**src/rtl/wshb_if.sv**
```systemverilog
// wshb_if: Wishbone B4 bus bundle with master and slave views
interface wshb_if #(
  parameter int DW = 32,
  parameter int AW = 32
);
  logic cyc;
  logic stb;
  logic we;
  logic [AW-1:0] adr;
  logic [DW/8-1:0] sel;
  logic [2:0] cti;
  logic [1:0] bte;
  logic [DW-1:0] dat_ms;
  logic [DW-1:0] dat_sm;
  logic ack;
  logic err;
  logic rty;
  modport master (
    output cyc, stb, we, adr, sel, cti, bte, dat_ms,
    input  ack, err, rty, dat_sm
  );
  modport slave (
    input  cyc, stb, we, adr, sel, cti, bte, dat_ms,
    output ack, err, rty, dat_sm
  );
endinterface

```
**src/rtl/wshb_arbiter.sv**
```systemverilog
// wshb_arbiter: fixed-priority vga/mire arbiter onto one sdram port with bounded mire tenure
module wshb_arbiter #(
  parameter int MIRE_QUANTUM = 16,
  parameter int PREEMPT_W = 16
) (
  input  logic clk,
  input  logic rst,
  wshb_if.slave wshb_ifs_vga,
  wshb_if.slave wshb_ifs_mire,
  wshb_if.master wshb_ifm_sdram,
  output logic [1:0] owner,
  output logic [PREEMPT_W-1:0] preempt_cnt
);
  typedef enum logic [1:0] {IDLE, VGA, MIRE, GAP} state_t;
  localparam logic [7:0] QUANTUM = 8'(MIRE_QUANTUM);
  state_t state, state_n;
  logic [7:0] tenure, tenure_n;
  logic vga_own, mire_own, beat, boundary, force_rel;
  assign vga_own = state == VGA;
  assign mire_own = state == MIRE;
  assign beat = wshb_ifm_sdram.ack | wshb_ifm_sdram.err | wshb_ifm_sdram.rty;
  assign boundary = wshb_ifm_sdram.cti == 3'b000 || wshb_ifm_sdram.cti == 3'b111;
  assign tenure_n = &tenure ? tenure : tenure + 8'd1;
  assign force_rel = mire_own & beat & boundary & wshb_ifs_vga.cyc & (tenure_n >= QUANTUM);
  // next grant: requests only taken from idle/gap, vga first; releases always go through gap
  always_comb begin
    state_n = state;
    case (state)
      IDLE, GAP: state_n = wshb_ifs_vga.cyc ? VGA : wshb_ifs_mire.cyc ? MIRE : IDLE;
      VGA:       state_n = wshb_ifs_vga.cyc ? VGA : GAP;
      MIRE:      state_n = (!wshb_ifs_mire.cyc || force_rel) ? GAP : MIRE;
      default:   state_n = IDLE;
    endcase
  end
  // grant state, registered owner code, tenure and saturating preemption count
  always_ff @(posedge clk or posedge rst) begin
    if (rst) begin
      state <= IDLE;
      owner <= 2'b00;
      tenure <= 8'd0;
      preempt_cnt <= '0;
    end else begin
      state <= state_n;
      owner <= state_n == VGA ? 2'b10 : state_n == MIRE ? 2'b01 : 2'b00;
      tenure <= mire_own ? (beat ? tenure_n : tenure) : 8'd0;
      if (force_rel && !(&preempt_cnt)) preempt_cnt <= preempt_cnt + PREEMPT_W'(1);
    end
  end
  // forward the owner's request to sdram; nothing leaves while idle or in the gap
  always_comb begin
    wshb_ifm_sdram.cyc = vga_own ? wshb_ifs_vga.cyc : mire_own & wshb_ifs_mire.cyc;
    wshb_ifm_sdram.stb = vga_own ? wshb_ifs_vga.stb : mire_own & wshb_ifs_mire.stb;
    wshb_ifm_sdram.we = vga_own ? wshb_ifs_vga.we : mire_own & wshb_ifs_mire.we;
    wshb_ifm_sdram.adr = vga_own ? wshb_ifs_vga.adr : mire_own ? wshb_ifs_mire.adr : '0;
    wshb_ifm_sdram.sel = vga_own ? wshb_ifs_vga.sel : mire_own ? wshb_ifs_mire.sel : '0;
    wshb_ifm_sdram.cti = vga_own ? wshb_ifs_vga.cti : mire_own ? wshb_ifs_mire.cti : '0;
    wshb_ifm_sdram.bte = vga_own ? wshb_ifs_vga.bte : mire_own ? wshb_ifs_mire.bte : '0;
    wshb_ifm_sdram.dat_ms = vga_own ? wshb_ifs_vga.dat_ms : mire_own ? wshb_ifs_mire.dat_ms : '0;
  end
  // return sdram responses to the owner only; the other side just sees wait states
  always_comb begin
    wshb_ifs_vga.ack = vga_own & wshb_ifm_sdram.ack;
    wshb_ifs_vga.err = vga_own & wshb_ifm_sdram.err;
    wshb_ifs_vga.rty = vga_own & wshb_ifm_sdram.rty;
    wshb_ifs_vga.dat_sm = vga_own ? wshb_ifm_sdram.dat_sm : '0;
    wshb_ifs_mire.ack = mire_own & wshb_ifm_sdram.ack;
    wshb_ifs_mire.err = mire_own & wshb_ifm_sdram.err;
    wshb_ifs_mire.rty = mire_own & wshb_ifm_sdram.rty;
    wshb_ifs_mire.dat_sm = mire_own ? wshb_ifm_sdram.dat_sm : '0;
  end
endmodule
```
**src/flat_wrapper.sv**
```systemverilog
// flat-port wrapper written by rule: the top's interface ports become plain ports
module wshb_arbiter_flat 
#(
  parameter int MIRE_QUANTUM = 16,
  parameter int PREEMPT_W = 16
)
  (clk, rst, owner, preempt_cnt, wshb_ifs_vga_cyc, wshb_ifs_vga_stb, wshb_ifs_vga_we, wshb_ifs_vga_adr, wshb_ifs_vga_sel, wshb_ifs_vga_cti, wshb_ifs_vga_bte, wshb_ifs_vga_dat_ms, wshb_ifs_vga_ack, wshb_ifs_vga_err, wshb_ifs_vga_rty, wshb_ifs_vga_dat_sm, wshb_ifs_mire_cyc, wshb_ifs_mire_stb, wshb_ifs_mire_we, wshb_ifs_mire_adr, wshb_ifs_mire_sel, wshb_ifs_mire_cti, wshb_ifs_mire_bte, wshb_ifs_mire_dat_ms, wshb_ifs_mire_ack, wshb_ifs_mire_err, wshb_ifs_mire_rty, wshb_ifs_mire_dat_sm, wshb_ifm_sdram_cyc, wshb_ifm_sdram_stb, wshb_ifm_sdram_we, wshb_ifm_sdram_adr, wshb_ifm_sdram_sel, wshb_ifm_sdram_cti, wshb_ifm_sdram_bte, wshb_ifm_sdram_dat_ms, wshb_ifm_sdram_ack, wshb_ifm_sdram_err, wshb_ifm_sdram_rty, wshb_ifm_sdram_dat_sm);
  wshb_if wshb_ifs_vga_i ();
  wshb_if wshb_ifs_mire_i ();
  wshb_if wshb_ifm_sdram_i ();
  input  logic clk;
  input  logic rst;
  output logic [1:0] owner;
  output logic [PREEMPT_W-1:0] preempt_cnt;
  input wire logic [$bits(wshb_ifs_vga_i.cyc)-1:0] wshb_ifs_vga_cyc;
  input wire logic [$bits(wshb_ifs_vga_i.stb)-1:0] wshb_ifs_vga_stb;
  input wire logic [$bits(wshb_ifs_vga_i.we)-1:0] wshb_ifs_vga_we;
  input wire logic [$bits(wshb_ifs_vga_i.adr)-1:0] wshb_ifs_vga_adr;
  input wire logic [$bits(wshb_ifs_vga_i.sel)-1:0] wshb_ifs_vga_sel;
  input wire logic [$bits(wshb_ifs_vga_i.cti)-1:0] wshb_ifs_vga_cti;
  input wire logic [$bits(wshb_ifs_vga_i.bte)-1:0] wshb_ifs_vga_bte;
  input wire logic [$bits(wshb_ifs_vga_i.dat_ms)-1:0] wshb_ifs_vga_dat_ms;
  output wire logic [$bits(wshb_ifs_vga_i.ack)-1:0] wshb_ifs_vga_ack;
  output wire logic [$bits(wshb_ifs_vga_i.err)-1:0] wshb_ifs_vga_err;
  output wire logic [$bits(wshb_ifs_vga_i.rty)-1:0] wshb_ifs_vga_rty;
  output wire logic [$bits(wshb_ifs_vga_i.dat_sm)-1:0] wshb_ifs_vga_dat_sm;
  input wire logic [$bits(wshb_ifs_mire_i.cyc)-1:0] wshb_ifs_mire_cyc;
  input wire logic [$bits(wshb_ifs_mire_i.stb)-1:0] wshb_ifs_mire_stb;
  input wire logic [$bits(wshb_ifs_mire_i.we)-1:0] wshb_ifs_mire_we;
  input wire logic [$bits(wshb_ifs_mire_i.adr)-1:0] wshb_ifs_mire_adr;
  input wire logic [$bits(wshb_ifs_mire_i.sel)-1:0] wshb_ifs_mire_sel;
  input wire logic [$bits(wshb_ifs_mire_i.cti)-1:0] wshb_ifs_mire_cti;
  input wire logic [$bits(wshb_ifs_mire_i.bte)-1:0] wshb_ifs_mire_bte;
  input wire logic [$bits(wshb_ifs_mire_i.dat_ms)-1:0] wshb_ifs_mire_dat_ms;
  output wire logic [$bits(wshb_ifs_mire_i.ack)-1:0] wshb_ifs_mire_ack;
  output wire logic [$bits(wshb_ifs_mire_i.err)-1:0] wshb_ifs_mire_err;
  output wire logic [$bits(wshb_ifs_mire_i.rty)-1:0] wshb_ifs_mire_rty;
  output wire logic [$bits(wshb_ifs_mire_i.dat_sm)-1:0] wshb_ifs_mire_dat_sm;
  output wire logic [$bits(wshb_ifm_sdram_i.cyc)-1:0] wshb_ifm_sdram_cyc;
  output wire logic [$bits(wshb_ifm_sdram_i.stb)-1:0] wshb_ifm_sdram_stb;
  output wire logic [$bits(wshb_ifm_sdram_i.we)-1:0] wshb_ifm_sdram_we;
  output wire logic [$bits(wshb_ifm_sdram_i.adr)-1:0] wshb_ifm_sdram_adr;
  output wire logic [$bits(wshb_ifm_sdram_i.sel)-1:0] wshb_ifm_sdram_sel;
  output wire logic [$bits(wshb_ifm_sdram_i.cti)-1:0] wshb_ifm_sdram_cti;
  output wire logic [$bits(wshb_ifm_sdram_i.bte)-1:0] wshb_ifm_sdram_bte;
  output wire logic [$bits(wshb_ifm_sdram_i.dat_ms)-1:0] wshb_ifm_sdram_dat_ms;
  input wire logic [$bits(wshb_ifm_sdram_i.ack)-1:0] wshb_ifm_sdram_ack;
  input wire logic [$bits(wshb_ifm_sdram_i.err)-1:0] wshb_ifm_sdram_err;
  input wire logic [$bits(wshb_ifm_sdram_i.rty)-1:0] wshb_ifm_sdram_rty;
  input wire logic [$bits(wshb_ifm_sdram_i.dat_sm)-1:0] wshb_ifm_sdram_dat_sm;
  assign wshb_ifs_vga_i.cyc = wshb_ifs_vga_cyc;
  assign wshb_ifs_vga_i.stb = wshb_ifs_vga_stb;
  assign wshb_ifs_vga_i.we = wshb_ifs_vga_we;
  assign wshb_ifs_vga_i.adr = wshb_ifs_vga_adr;
  assign wshb_ifs_vga_i.sel = wshb_ifs_vga_sel;
  assign wshb_ifs_vga_i.cti = wshb_ifs_vga_cti;
  assign wshb_ifs_vga_i.bte = wshb_ifs_vga_bte;
  assign wshb_ifs_vga_i.dat_ms = wshb_ifs_vga_dat_ms;
  assign wshb_ifs_vga_ack = wshb_ifs_vga_i.ack;
  assign wshb_ifs_vga_err = wshb_ifs_vga_i.err;
  assign wshb_ifs_vga_rty = wshb_ifs_vga_i.rty;
  assign wshb_ifs_vga_dat_sm = wshb_ifs_vga_i.dat_sm;
  assign wshb_ifs_mire_i.cyc = wshb_ifs_mire_cyc;
  assign wshb_ifs_mire_i.stb = wshb_ifs_mire_stb;
  assign wshb_ifs_mire_i.we = wshb_ifs_mire_we;
  assign wshb_ifs_mire_i.adr = wshb_ifs_mire_adr;
  assign wshb_ifs_mire_i.sel = wshb_ifs_mire_sel;
  assign wshb_ifs_mire_i.cti = wshb_ifs_mire_cti;
  assign wshb_ifs_mire_i.bte = wshb_ifs_mire_bte;
  assign wshb_ifs_mire_i.dat_ms = wshb_ifs_mire_dat_ms;
  assign wshb_ifs_mire_ack = wshb_ifs_mire_i.ack;
  assign wshb_ifs_mire_err = wshb_ifs_mire_i.err;
  assign wshb_ifs_mire_rty = wshb_ifs_mire_i.rty;
  assign wshb_ifs_mire_dat_sm = wshb_ifs_mire_i.dat_sm;
  assign wshb_ifm_sdram_cyc = wshb_ifm_sdram_i.cyc;
  assign wshb_ifm_sdram_stb = wshb_ifm_sdram_i.stb;
  assign wshb_ifm_sdram_we = wshb_ifm_sdram_i.we;
  assign wshb_ifm_sdram_adr = wshb_ifm_sdram_i.adr;
  assign wshb_ifm_sdram_sel = wshb_ifm_sdram_i.sel;
  assign wshb_ifm_sdram_cti = wshb_ifm_sdram_i.cti;
  assign wshb_ifm_sdram_bte = wshb_ifm_sdram_i.bte;
  assign wshb_ifm_sdram_dat_ms = wshb_ifm_sdram_i.dat_ms;
  assign wshb_ifm_sdram_i.ack = wshb_ifm_sdram_ack;
  assign wshb_ifm_sdram_i.err = wshb_ifm_sdram_err;
  assign wshb_ifm_sdram_i.rty = wshb_ifm_sdram_rty;
  assign wshb_ifm_sdram_i.dat_sm = wshb_ifm_sdram_dat_sm;
  wshb_arbiter #(.MIRE_QUANTUM(MIRE_QUANTUM), .PREEMPT_W(PREEMPT_W)) u_core (.clk(clk), .rst(rst), .wshb_ifs_vga(wshb_ifs_vga_i), .wshb_ifs_mire(wshb_ifs_mire_i), .wshb_ifm_sdram(wshb_ifm_sdram_i), .owner(owner), .preempt_cnt(preempt_cnt));
endmodule
```
**config.mk**
```make
export PLATFORM = sky130hd
export DESIGN_NAME = wshb_arbiter_flat
export DESIGN_NICKNAME = d
export VERILOG_FILES = /design/src/rtl/wshb_if.sv /design/src/rtl/wshb_arbiter.sv /design/src/flat_wrapper.sv
export SDC_FILE = /design/constraint.sdc
export NUM_CORES = 1
export LEC_CHECK = 0
export ABC_AREA = 1
export BUFFER_PORTS_ARGS = -buffer_cell sky130_fd_sc_hd__buf_2
export CAP_MARGIN = 20
export CORE_AREA = 2 2 139 141
export CTS_CLUSTER_SIZE = 20
export DETAILED_ROUTE_END_ITERATION = 7
export DIE_AREA = 0 0 141 143
export GPL_TIMING_DRIVEN = 0
export HOLD_SLACK_MARGIN = 0.03
export PLACE_DENSITY_LB_ADDON = 0.2
export SLEW_MARGIN = 20
export SYNTH_ARGS = -nofsm -noshare
export SYNTH_HDL_FRONTEND = slang
export SYNTH_SLANG_ARGS = --single-unit
```
**constraint.sdc**
```tcl
create_clock -name clk -period 1.8 [get_ports clk]
set_clock_uncertainty 0.05 [all_clocks]
set_input_delay 0.18 -clock clk [delete_from_list [all_inputs] [get_ports clk]]
set_output_delay 0.18 -clock clk [all_outputs]
set_load 0.05 [all_outputs]
```
# ---- Word-level counts from Yosys, hierarchy flattened
# Cells that the tools add are included.
# W data, S select, Z words.
dict set report totals {
  elab_cells 64
  output_inout_bits 164
  register_bits 28
  input_bits 189
}
dict set report op_classes {
  n_addsub 2
  n_reduce_logical 10
  eq_ne 7
  n_lt_le_gt_ge 1
  mux 25
  n_bitwise 15
}
# operator count
set op_table {}
lappend op_table {{$mux W32} 6}
lappend op_table {{$mux W8} 3}
lappend op_table {{$add A16 B1 Y16 const B} 1}
lappend op_table {{$reduce_and A16 Y1} 1}
lappend op_table {{$and A1 B1 Y1} 13}
lappend op_table {{$mux W2} 6}
lappend op_table {{$add A8 B1 Y8 const B} 1}
lappend op_table {{$ge A8 B5 Y1 const B} 1}
lappend op_table {{$mux W4} 2}
lappend op_table {{$reduce_and A8 Y1} 1}
lappend op_table {{$eq A2 B2 Y1 const B} 3}
lappend op_table {{$mux W3} 2}
lappend op_table {{$pmux W2 S3} 1}
lappend op_table {{$mux W1} 5}
lappend op_table {{$eq A2 B1 Y1 const B} 2}
lappend op_table {{$eq A3 B3 Y1 const B} 1}
lappend op_table {{$logic_not A3 Y1} 1}
lappend op_table {{$logic_not A1 Y1} 2}
lappend op_table {{$logic_not A2 Y1} 1}
lappend op_table {{$logic_or A1 B1 Y1} 2}
lappend op_table {{$ne A2 B2 Y1 const B} 1}
lappend op_table {{$or A1 B1 Y1} 2}
lappend op_table {{$reduce_or A2 Y1} 1}
lappend op_table {{$logic_and A1 B1 Y1} 1}

# ---- Logic depth before layout (Yosys ltp)
dict set report logic_depth {
  word_depth 14
  ltp_mapped 16
  ltp_nobuf 15
}

# ---- Worst setup path after synthesis
# No wires, ideal clock.
dict set report synth_path {
  kind {reg-to-reg}
  startpoint {register u_core.state[0]}
  endpoint {register u_core.preempt_cnt[8]}
  stages_incl_launch_ff 12
  synth_period_minus_slack_ns 2.435
  setup_ns 0.122
  path_buffers 2
  slack_ns -0.635
  arrival_time_ns 2.263
  t_required_ns 1.628
  cell_sequence {dfrtp_1 inv_1 ha_1 buf_4 nand2_1 o21ai_1 a21oi_1 nor2_1 o211ai_2 buf_6 o21ai_1 nand2_1}
}
dict set report synth_between {
  elab_chain_len 9
  elab_cells_between_ends 12
  classes_between {eq/ne (3); mux (2); bitwise (4); reduce/logical (3)}
}
# element line_no
set synth_lines {}
lappend synth_lines {{start, declared} wshb_arbiter.sv:16} ;# state_t state, state_n;
lappend synth_lines {{start signal, assigned} wshb_arbiter.sv:43} ;# state <= state_n;
lappend synth_lines {{$eq A2 B2 Y1} wshb_arbiter.sv:20} ;# assign mire_own = state == MIRE;
lappend synth_lines {{$mux W3} wshb_arbiter.sv:56} ;# wshb_ifm_sdram.cti = vga_own ? wshb_ifs_vga.cti : mire_own ? wshb_ifs_mire.cti : '0;
lappend synth_lines {{$mux W3 (*)} wshb_arbiter.sv:56}
lappend synth_lines {{via wshb_ifm_sdram_cti[0]} flat_wrapper.sv:44} ;# output wire logic [$bits(wshb_ifm_sdram_i.cti)-1:0] wshb_ifm_sdram_cti;
lappend synth_lines {{$eq A3 B3 Y1 / $logic_not A3 Y1 (equally long branches)} wshb_arbiter.sv:22} ;# assign boundary = wshb_ifm_sdram.cti == 3'b000 || wshb_ifm_sdram.cti == 3'b111;
lappend synth_lines {{$logic_or A1 B1 Y1 (*)} wshb_arbiter.sv:22}
lappend synth_lines {{$and A1 B1 Y1 (*) (3 in series)} wshb_arbiter.sv:24} ;# assign force_rel = mire_own & beat & boundary & wshb_ifs_vga.cyc & (tenure_n >= QUANTUM);
lappend synth_lines {{$logic_and A1 B1 Y1 (*)} wshb_arbiter.sv:46} ;# if (force_rel && !(&preempt_cnt)) preempt_cnt <= preempt_cnt + PREEMPT_W'(1);
lappend synth_lines {{end signal, assigned} wshb_arbiter.sv:46}
lappend synth_lines {{end, declared} wshb_arbiter.sv:12} ;# output logic [PREEMPT_W-1:0] preempt_cnt
# Mark *: on every way through the listed nets, which the timed path passes. The rest lies on a longest branch.
# A chain may end at the register's enable or synchronous reset.

# ---- Worst setup path in the final report
dict set report layout_path {
  startpoint {register u_core.state[0]}
  endpoint {output wshb_ifm_sdram_dat_ms[2]}
}
dict set report layout_between {
  elab_chain_len 3
  elab_cells_between_ends 4
  classes_between {eq/ne (2); mux (2)}
}
# element line_no
set layout_lines {}
lappend layout_lines {{$eq A2 B2 Y1} wshb_arbiter.sv:20}
lappend layout_lines {{$mux W32} wshb_arbiter.sv:58} ;# wshb_ifm_sdram.dat_ms = vga_own ? wshb_ifs_vga.dat_ms : mire_own ? wshb_ifs_mire.dat_ms : '0;
lappend layout_lines {{$mux W32 (*)} wshb_arbiter.sv:58}
lappend layout_lines {{end, declared} flat_wrapper.sv:46} ;# output wire logic [$bits(wshb_ifm_sdram_i.dat_ms)-1:0] wshb_ifm_sdram_dat_ms;
# Mark *: on every way between the ends. The rest lies on a longest branch, timed or not.

==> key figures <==
Status
  • Outcome: finished with violations
  • Failing checks: negative setup slack

Yosys
  • Syn_nets: 675
  • Post-synthesis register bit count: 28
  • Number of synthesis warnings: 0
  • Fraction of registers with async set/reset: 100.0%
  • Share of the yosys chip area belonging to registers: 23.03%
  • Synthesized netlist cell count: 482
  • Synth top area share: 23.03%
  • EDFF count, synth: 0
  • Post-Syn Area per Cell: 6.313 um2
  • Top_reg_cell synth: dfrtp_1
  • Area of the mapped netlist: 3043 um2
  • Top cell type by total area after synthesis: dfrtp_1
  • Yosys cell types: 32
  • Area contributors post-synth: dfrtp_1 (23%), a22o_1 (21%), nand2_1 (16%), inv_1 (14%), xor2_1 (3.5%)

Layout
  • Post-Layout Cell Count: 1,115
  • Fillers: 1,813
  • FF+latch area: 700.7 um2
  • Area of the multi-input gates: 2619 um2
  • Share of layout cells above drive strength 1: 67.31%
  • Layout area overhead: 166.7%
  • Fin util: 43.68%
  • Nets: 1,069
  • Design Area, Final: 8115 um2

Power and ir drop
  • Combinational share of power: 90.4%
  • NetSw: 7.504 mW
  • Clock power frac: 4.7%
  • VDD IR max: 0.001043 V
  • Cell-internal power: 6.796 mW
  • Sequential Power Share: 4.9%
  • Sw frac: 52.48%
  • Pleak: 4.385 nW
  • Final Power: 14.30 mW
  • Power per cell area: 1762 nW/um2

Timing
  • Fin worst setup slack: -266.5 ps
  • RSZ-0062 raised after global routing: true
  • Final slew viol count: 0
  • Setup violators final: 139
  • Worst Max-Slew Pin Slew: 620.9 ps
  • Hold Fails Final Rpt: 0
  • Relative slew slack: 58.54%
  • Worst hold slack: 222.6 ps
  • Final Critical Period: 2066 ps
  • Final TNS setup: -24,140 ps
  • Period Utilization, post-route: 114.8%
  • Max Freq: 0.4839 GHz

Floorplanning
  • Die X: 141 um
  • # rows: 50
  • Core Box Area: 18,580 um2
  • Num ports: 353
  • DIE HEIGHT: 143 um
  • Die footprint: 20,160 um2
  • Starting Density: 16.38%

Route
  • # DRC: 0
  • Drt pass-1 iters: 6
  • Vias per inst: 4.342
  • Routed WL per cell: 19.72 um
  • Via count: 4,841
  • Initial DRC count: 141
  • DRT antenna net count: 0
  • DRT Wirelength: 21,990 um

Critical path
  • CP bufs+invs: 4
  • Req. time, crit path: 1570 ps
  • Reg2reg path depth: 14
  • Delay-heaviest family, CP: buffers and inverters
  • CP Depth: 7
  • R2r startpoint: u_core.state[1]$_DFF_PP0_
  • Crit-path max FO: 9
  • CP Data Arrival Time: 1840 ps
  • Critical path endpoint category: output port
  • Cell Chain, Critical Path: ha_4 > buf_8 > nor2_4 > clkbuf_16 > clkbuf_16 > a22o_4 > buf_8
  • CP endpoint: wshb_ifm_sdram_dat_ms[2]
  • CP Launch Point: u_core.state[0]$_DFF_PP0_
  • Crit-path slowest cell: dfrtp_1
  • Kind of critical path: flip-flop to output port
  • R2R Path End: u_core.preempt_cnt[8]$_DFFE_PP0P_
  • R2r setup slk: -220 ps
  • Worst stage delay on the critical path: 420 ps
  • CP startpoint kind: flip-flop

Worst hold path
  • Min-delay worst type: input pin to flip-flop

CTS
  • Max H-tree Level: 1
  • Clk slew on worst S/H paths: 70 ps
  • Clock latency on the worst-skew pair: 270 ps
  • CTS tree: yes
  • Clk root buf: clkbuf_16
  • TritonCTS Buffers: 3
  • CTS sink count: 28
  • Longest Clk Path Bufs: 2

Global routing
  • GRT Total Usage: 19.64%
  • Grt total ovfl: 0
  • Initial antenna violation count: 11
  • Pin count of the biggest net entering global routing: 29
  • First-pass GRT wire length: 29,030 um
  • Number of global-route vias before repair: 4,513

Placed design
  • HPWL after DPL: 17,890 um
  • Placer Congestion: 0.8797
  • # port buffers: 352
  • Post-Place Cells: 1,068
  • Dpl ws: -737.3 ps
  • Placed Area: 5787 um2

Run
  • Max-Cap Viols: 0
-- worst min-delay path by stage --
stage | slack, ps | to | cells past startpoint | start
after floorplan | 200 | u_core.owner[0]$_DFF_PP0_ | 1 | rst
after global placement | 450 | u_core.preempt_cnt[15]$_DFFE_PP0P_ | 2 | u_core.preempt_cnt[15]$_DFFE_PP0P_
after detailed placement | 250 | u_core.tenure[3]$_DFFE_PP0P_ | 2 | rst
after CTS | 210 | u_core.state[1]$_DFF_PP0_ | 3 | wshb_ifs_mire_cyc
after global routing | 250 | u_core.state[1]$_DFF_PP0_ | 3 | wshb_ifs_mire_cyc
final | 220 | u_core.state[1]$_DFF_PP0_ | 3 | wshb_ifs_mire_cyc
-- worst register-to-register path: stages, from the launching register on --
cell and delay [ps]:
dfrtp_1 400, buf_6 130, ha_4 190, buf_6 140, nand2_4 80, nor2_2 40, nor2_1 100, nand2_1 70
nand2_2 80, nand2_2 60, nor2_4 120, o211ai_4 140, buf_6 170, o21ai_2 100, nand2_1 50
-- layout make-up --
class	count	share of cell area, %
Antenna cell	6	0.1850
Buffer	26	5.365
Clock buffer	3	0.9251
Clock inverter	1	0.3700
Inverter	116	6.090
Multi-Input combinational cell	309	32.27
Sequential cell	28	8.634
Tap cell	234	3.608
Timing Repair Buffer	392	42.55
-- timing repair --
action / in CTS / in global routing
pin swaps: 5 / 13
cloned: 5 / 8
hold endpoints to repair: 28 / 0
setup endpoints to repair: 167 / 168
gates resized for setup: 385 / 186
hold buffers: 1 / 0
setup buffers: 16 / 14
-- registers in the layout, indices dropped and copies added (netlist names) --
signal              cells
u_core.tenure           8
u_core.preempt_cnt     16
u_core.owner            2
u_core.state            2
-- metal layers --
layer  up-vias  share of wire [%]  track usage [%]
li1       2333                  -                -
met1      2234                 39            25.64
met2       247                 48            32.27
met3        21                 11            7.210
met4         6                1.2            1.895
met5         -               0.17                0
-- Yosys cell counts (2+ instances only) --
cell / instances
nor4_1: 3
nand3_2: 2
buf_4: 3
xnor2_1: 3
nor3_1: 6
o21ai_0: 6
inv_1: 116
xor2_1: 12
nand2_1: 128
a21oi_1: 8
nand3_1: 13
o21ai_1: 16
dfrtp_1: 28
a22o_1: 72
nand4_1: 2
buf_2: 8
clkbuf_1: 14
buf_1: 3
ha_1: 4
nor2_1: 22
o22ai_1: 2
-- placed cells by master, fill, tap and decap left out, types with 8 or more instances in the layout --
cell	instances
buf_2	207
nand2_1	90
inv_1	83
buf_6	76
buf_8	73
a22o_4	67
nand2_2	31
buf_4	30
dfrtp_1	28
buf_12	19
inv_2	18
nor2_1	15
nand3_1	13
clkbuf_16	13
clkinvlp_4	13
xor2_1	12
o21ai_1	12
nand2_4	8
-- power by group through the flow --
stage,clock network [mW],logic [mW],registers [mW]
detailed placement,0,8.78,0.713
finish,0.666,12.9,0.706
CTS,0.685,11.7,0.696
floorplan,0,6.85,0.769
global placement,0,8.80,0.713
global route,0.705,13.4,0.710
-- cell families (layout without fill, tap and decap cells) --
family          Yosys count  after routing  share of synthesized area [%]
other cells               0              6                              0
fa+ha+maj                 4              4                          1.645
buf+inv                 145            538                          18.83
xor+xnor                 15             15                          4.318
simple gates            180            180                          24.42
compound gates          110            110                          27.76
flops                    28             28                          23.03
No activity file was read; power rests on OpenSTA's default activity.
